### src/rtl/bit_scan8_if.sv
// Handshake bundle for bit_scan8: vector input stream and index output stream.
// The master drives vectors and consumes beats; the slave is the scanner.
interface bit_scan8_if;
   logic [7:0] in_vector;
   logic       in_valid;
   logic       in_ready;
   logic [2:0] out_index;
   logic       out_valid;
   logic       out_ready;
   logic       out_last;
   logic       out_empty;
   logic [3:0] out_count;

   modport master (
      output in_vector, in_valid, out_ready,
      input  in_ready, out_index, out_valid, out_last, out_empty, out_count
   );

   modport slave (
      input  in_vector, in_valid, out_ready,
      output in_ready, out_index, out_valid, out_last, out_empty, out_count
   );
endinterface

### src/rtl/bit_scan8.sv
// Expands a captured 8-bit vector into its set-bit indices, LSB first, one per beat.
// An all-zero vector produces a single beat flagged empty.
module bit_scan8 (
   input  logic        clk,
   input  logic        rst_n,
   bit_scan8_if.slave  bus
);

   typedef enum logic {
      IDLE = 1'b0,
      SCAN = 1'b1
   } state_t;

   state_t     state;
   state_t     state_nxt;
   logic [7:0] pending;
   logic [3:0] count_q;
   logic       empty_q;
   logic       alive_q;
   logic       in_ready_w;
   logic       out_valid_w;
   logic       out_last_w;
   logic       in_fire;
   logic       out_fire;
   logic [2:0] low_idx;
   logic       single;

   function automatic logic [3:0] popcount8(input logic [7:0] v);
      logic [3:0] n;
      n = 4'd0;
      for (int i = 0; i < 8; i++) begin
         n = n + {3'd0, v[i]};
      end
      return n;
   endfunction

   assign in_ready_w  = alive_q && (state == IDLE);
   assign out_valid_w = (state == SCAN);
   assign in_fire     = bus.in_valid && in_ready_w;
   assign out_fire    = out_valid_w && bus.out_ready;

   // Priority encoder: highest index assigned first so the lowest set bit wins.
   always_comb begin
      // NOTE: every variable written here gets a default first, so no latch is inferred.
      low_idx = 3'd0;
      for (int i = 7; i >= 0; i--) begin
         if (pending[i]) begin
            low_idx = 3'(i);
         end
      end
   end

   assign single     = (pending != 8'd0) && ((pending & (pending - 8'd1)) == 8'd0);
   assign out_last_w = out_valid_w && (empty_q || single);

   always_ff @(posedge clk or negedge rst_n) begin
      if (!rst_n) begin
         // NOTE: sequential state uses non-blocking assignments only.
         state <= IDLE;
      end else begin
         state <= state_nxt;
      end
   end

   always_comb begin
      state_nxt = state;
      case (state)
         IDLE: if (in_fire) state_nxt = SCAN;
         SCAN: if (out_fire && out_last_w) state_nxt = IDLE;
         default: state_nxt = IDLE;
      endcase
   end

   // Holds in_ready low during reset and for the first edge after release.
   always_ff @(posedge clk or negedge rst_n) begin
      if (!rst_n) begin
         alive_q <= 1'b0;
      end else begin
         alive_q <= 1'b1;
      end
   end

   always_ff @(posedge clk or negedge rst_n) begin
      if (!rst_n) begin
         // NOTE: pending is reset along with state so an abandoned vector never resumes.
         pending <= 8'd0;
         count_q <= 4'd0;
         empty_q <= 1'b0;
      end else if (in_fire) begin
         pending <= bus.in_vector;
         count_q <= popcount8(bus.in_vector);
         empty_q <= (bus.in_vector == 8'd0);
      end else if (out_fire) begin
         pending <= pending & (pending - 8'd1);
      end
   end

   assign bus.in_ready  = in_ready_w;
   assign bus.out_valid = out_valid_w;
   assign bus.out_index = (out_valid_w && !empty_q) ? low_idx : 3'd0;
   assign bus.out_last  = out_last_w;
   assign bus.out_empty = out_valid_w && empty_q;
   assign bus.out_count = count_q;

endmodule

### src/flat_wrapper.sv
// flat-port wrapper written by rule: the top's interface ports become plain ports
module bit_scan8_flat 
  (clk, rst_n, bus_in_vector, bus_in_valid, bus_out_ready, bus_in_ready, bus_out_index, bus_out_valid, bus_out_last, bus_out_empty, bus_out_count);
  bit_scan8_if bus_i ();
  input  logic clk;
  input  logic rst_n;
  input wire logic [$bits(bus_i.in_vector)-1:0] bus_in_vector;
  input wire logic [$bits(bus_i.in_valid)-1:0] bus_in_valid;
  input wire logic [$bits(bus_i.out_ready)-1:0] bus_out_ready;
  output wire logic [$bits(bus_i.in_ready)-1:0] bus_in_ready;
  output wire logic [$bits(bus_i.out_index)-1:0] bus_out_index;
  output wire logic [$bits(bus_i.out_valid)-1:0] bus_out_valid;
  output wire logic [$bits(bus_i.out_last)-1:0] bus_out_last;
  output wire logic [$bits(bus_i.out_empty)-1:0] bus_out_empty;
  output wire logic [$bits(bus_i.out_count)-1:0] bus_out_count;
  assign bus_i.in_vector = bus_in_vector;
  assign bus_i.in_valid = bus_in_valid;
  assign bus_i.out_ready = bus_out_ready;
  assign bus_in_ready = bus_i.in_ready;
  assign bus_out_index = bus_i.out_index;
  assign bus_out_valid = bus_i.out_valid;
  assign bus_out_last = bus_i.out_last;
  assign bus_out_empty = bus_i.out_empty;
  assign bus_out_count = bus_i.out_count;
  bit_scan8 u_core (.clk(clk), .rst_n(rst_n), .bus(bus_i));
endmodule
### config.mk
export PLATFORM = sky130hd
export DESIGN_NAME = bit_scan8_flat
export DESIGN_NICKNAME = d
export VERILOG_FILES = /design/src/rtl/bit_scan8_if.sv /design/src/rtl/bit_scan8.sv /design/src/flat_wrapper.sv
export SDC_FILE = /design/constraint.sdc
export NUM_CORES = 1
export LEC_CHECK = 0
export CAP_MARGIN = 10
export CORE_AREA = 3 3 62 64
export DETAILED_ROUTE_END_ITERATION = 8
export DIE_AREA = 0 0 65 67
export MAX_ROUTING_LAYER = met4
export PLACE_DENSITY = 0.54
export SYNTH_ARGS = -nofsm -noshare
export SYNTH_HDL_FRONTEND = slang
export SYNTH_SLANG_ARGS = --single-unit
### constraint.sdc
create_clock -name clk -period 2.07 [get_ports clk]
set_input_delay 0.5175 -clock clk [delete_from_list [all_inputs] [get_ports clk]]
set_output_delay 0.5175 -clock clk [all_outputs]
set_load 0.05 [all_outputs]
==> impl_metrics.toml <==
[grt]
groute.usage.overall_pct = 13.9
grt_first_pass_wirelength_um = 4540
grt_overflow_total = 0
antenna_found_initial = 0
via_count_of_the_first_global_routing_pass = 987
grt_start_max_net_pins = 16

[route]
met2RoutedLength_um = 1250
initialDrtViolationCount = 17
remaining_drc_errors = 0
vias = 965
met1Wirelength_um = 1170
mean_number_of_vias_per_cell = 4.80
avgRoutedWirePerCell_um = 12.9
wl_um = 2590
met3_length_um = 123
dr.pass1.iters = 4
ant_nets = 0
maxUsedRoutingLayer = "met4"

[synthesis]
yosysTopAreaCellShare_pct = 37.4
synthesis.instances = 107
synth_enable_flop_cells = 0
yosysUniqueCellTypes = 40
ys_warn_count = 0
syn_avg_cell_area_um2 = 9.39
synthesis.nets = 127
synth.top_cells.by_area = "dfrtp_1 (37%), fa_1 (8.0%), o21ai_0 (6.0%), inv_1 (5.6%), ha_1 (5.0%)"
synth_top_cell_by_area = "dfrtp_1"
synth-seq-area-share_pct = 37.4
synth_ff_type = "dfrtp_1"
netlist_area_um2 = 1000
share_of_async_settable_or_async_resettable_flops_after_synthesis_pct = 100
postSynthRegisterBits = 15

[clocking]
worst_skew_pair.late_latency_ps = 290
max-clock-path-buffers = 2
clk_transition_reported_paths_ps = 100
cts_tree = "yes"
count_of_clock_tree_sinks = 15
htree_num_levels = 1
tritoncts.num_buffers = 3
clock_tree.root_cell = "clkbuf_4"

[sta]
layout_min_cycle_time_ps = 2640
timing.setup.tns_ps = -2650
fmax_ghz = 0.378
grt_setup_unrepaired = "true"
clock-skew-final_ps = 15.0
maxSlewViolCount = 0
final-hold-violation-count = 0
timing.final.crit_share_pct = 128
timing.final.setup_violations = 7
layout_setup_ws_ps = -573
final.hold.worst_slack_ps = 489

[cells_and_area]
drive_gt1_share_pct = 41.3
syn2layout_area_growth_pct = 59.3
antenna_cells = 0
finalCoreUtilization_pct = 48.0
nets = 176
fill_cells = 342

[floorplanning]
rows = 21
core_region_area_um2 = 3340
initial_core_utilization_pct = 30.1
floorplan.die.width_um = 65
number_of_primary_i_o_pins = 23
dieArea_um2 = 4360
floorplan.die.height_um = 67

[placed_design]
dp.final_hpwl_um = 2100
gp_routability_congestion = 0.813
port_buffers = 22

[critical_path]
cp.required_ps = 2300
path_class = "in2reg"
cp-start-kind = "input port"
worstSetupEndpointType = "register"
largest_fanout_on_the_critical_path = 2
crit_arrival_ps = 2870

[min_path]
min_path_type = "reg2reg"

[pwr]
ir_drop_uv = 407
power-per-cell-area_nw_per_um2 = 1490
total_power_mw = 2.38
standby_leakage_power_nw = 0.740

[run]
max_cap_viol_count = 0

[outcome]
status = "complete, but fails checks"
failed_checks = "negative setup slack"
-- critical path: stages --
cell and delay, ps:
buf_12 90, inv_12 30, ha_4 250, inv_2 30, fa_1 450, fa_1 500, inv_2 40, fa_2 340
inv_2 60, fa_2 430, o21ai_2 130
-- Yosys cell counts (2+ instances only) --
master     n
inv_1     15
fa_1       4
a21oi_1    4
clkbuf_1   2
ha_1       4
nand2_1   10
nor3_1     3
nor2b_1    2
a22o_1     4
o21ai_0   12
dfrtp_1   15
nor2_1     4
-- metrics by stage --
stage                     area [µm²]  std cells  setup slack [ps]
final                           1600        201              -573
after global routing            1600        201              -642
after CTS                       1590        200              -600
after detailed placement        1500        193             -1440
after global placement          1500        193             -1390
after floorplan                 1070        107              -680
-- area by class of cell --
| class | count | area [µm²] | share of cell area, % |
|---|---|---|---|
| sequential | 15 | 377 | 23.5 |
| clock inverter | 1 | 5.00 | 0.313 |
| multi-input combinational | 74 | 624 | 39.0 |
| tap | 46 | 57.6 | 3.60 |
| timing repair buffer | 47 | 440 | 27.5 |
| inverter | 15 | 73.8 | 4.61 |
| clock buffer | 3 | 22.5 | 1.41 |
-- sequential cells by signal (all words and copies together), names as in the netlist --
signal and cells:
u_core.alive_q 1, u_core.bus.out_count 4, u_core.bus.out_valid 1, u_core.empty_q 1
u_core.pending 8
-- cells by family after synthesis --
kind of cell	count (synthesis)	synth area share, %
compound gates	31	20.6
xor+xnor	2	1.74
fa+ha+maj	9	13.9
buf+inv	18	7.47
flops	15	37.4
mux	2	2.49
other cells	1	0.373
simple gates	29	16.1
-- worst paths after layout --
check,cells past startpoint,start,endpoint,slack (ps)
worst max-delay path,11,bus_in_vector[1],u_core.bus.out_count[1]$_DFFE_PN0P_,-570
worst min-delay path,2,u_core.bus.out_count[0]$_DFFE_PN0P_,u_core.bus.out_count[0]$_DFFE_PN0P_,490
worst min register to register,2,u_core.bus.out_count[0]$_DFFE_PN0P_,u_core.bus.out_count[0]$_DFFE_PN0P_,490
worst max register to register,4,u_core.pending[2]$_DFFE_PN0P_,u_core.bus.out_valid$_DFF_PN0_,410
max in group asynchronous,2,rst_n,u_core.bus.out_valid$_DFF_PN0_,1320
min in group asynchronous,2,rst_n,u_core.pending[3]$_DFFE_PN0P_,540
-- routing by layer --
metal,track usage [%],vias to the layer above
li1,-,469
met1,16.5,463
met2,23.0,25
met3,2.70,8
met4,6.07,0
met5,-,-
-- where the power goes --
part           total [mW]  internal [mW]  switching (mW)
sequential          0.515          0.404           0.111
clock               0.169         0.0717          0.0971
combinational        1.69          0.787           0.906
total                2.38           1.26            1.11
-- placed cells by master, fill, tap and decap left out, types with 2 or more instances in the layout --
master	netlist	layout
fa_1	4	2
a21oi_1	4	2
inv_1	15	8
nor2_1	4	4
clkdlybuf4s50_1	0	8
ha_1	4	3
dlygate4sd2_1	0	2
clkbuf_4	0	3
a22o_1	4	4
o21ai_0	12	10
dfrtp_1	15	14
buf_12	0	4
inv_2	0	5
nor3_1	3	3
buf_6	1	4
buf_4	0	29
fa_2	0	2
nand2_1	10	10
-- repair_timing --
action / in CTS / in global routing
endpoints found under the setup margin: 7 / 8
hold buffers: 0 / 0
setup buffers: 3 / 1
resized for setup: 27 / 2
pin swaps: 6 / 4
No activity file was read; power rests on OpenSTA's default activity.
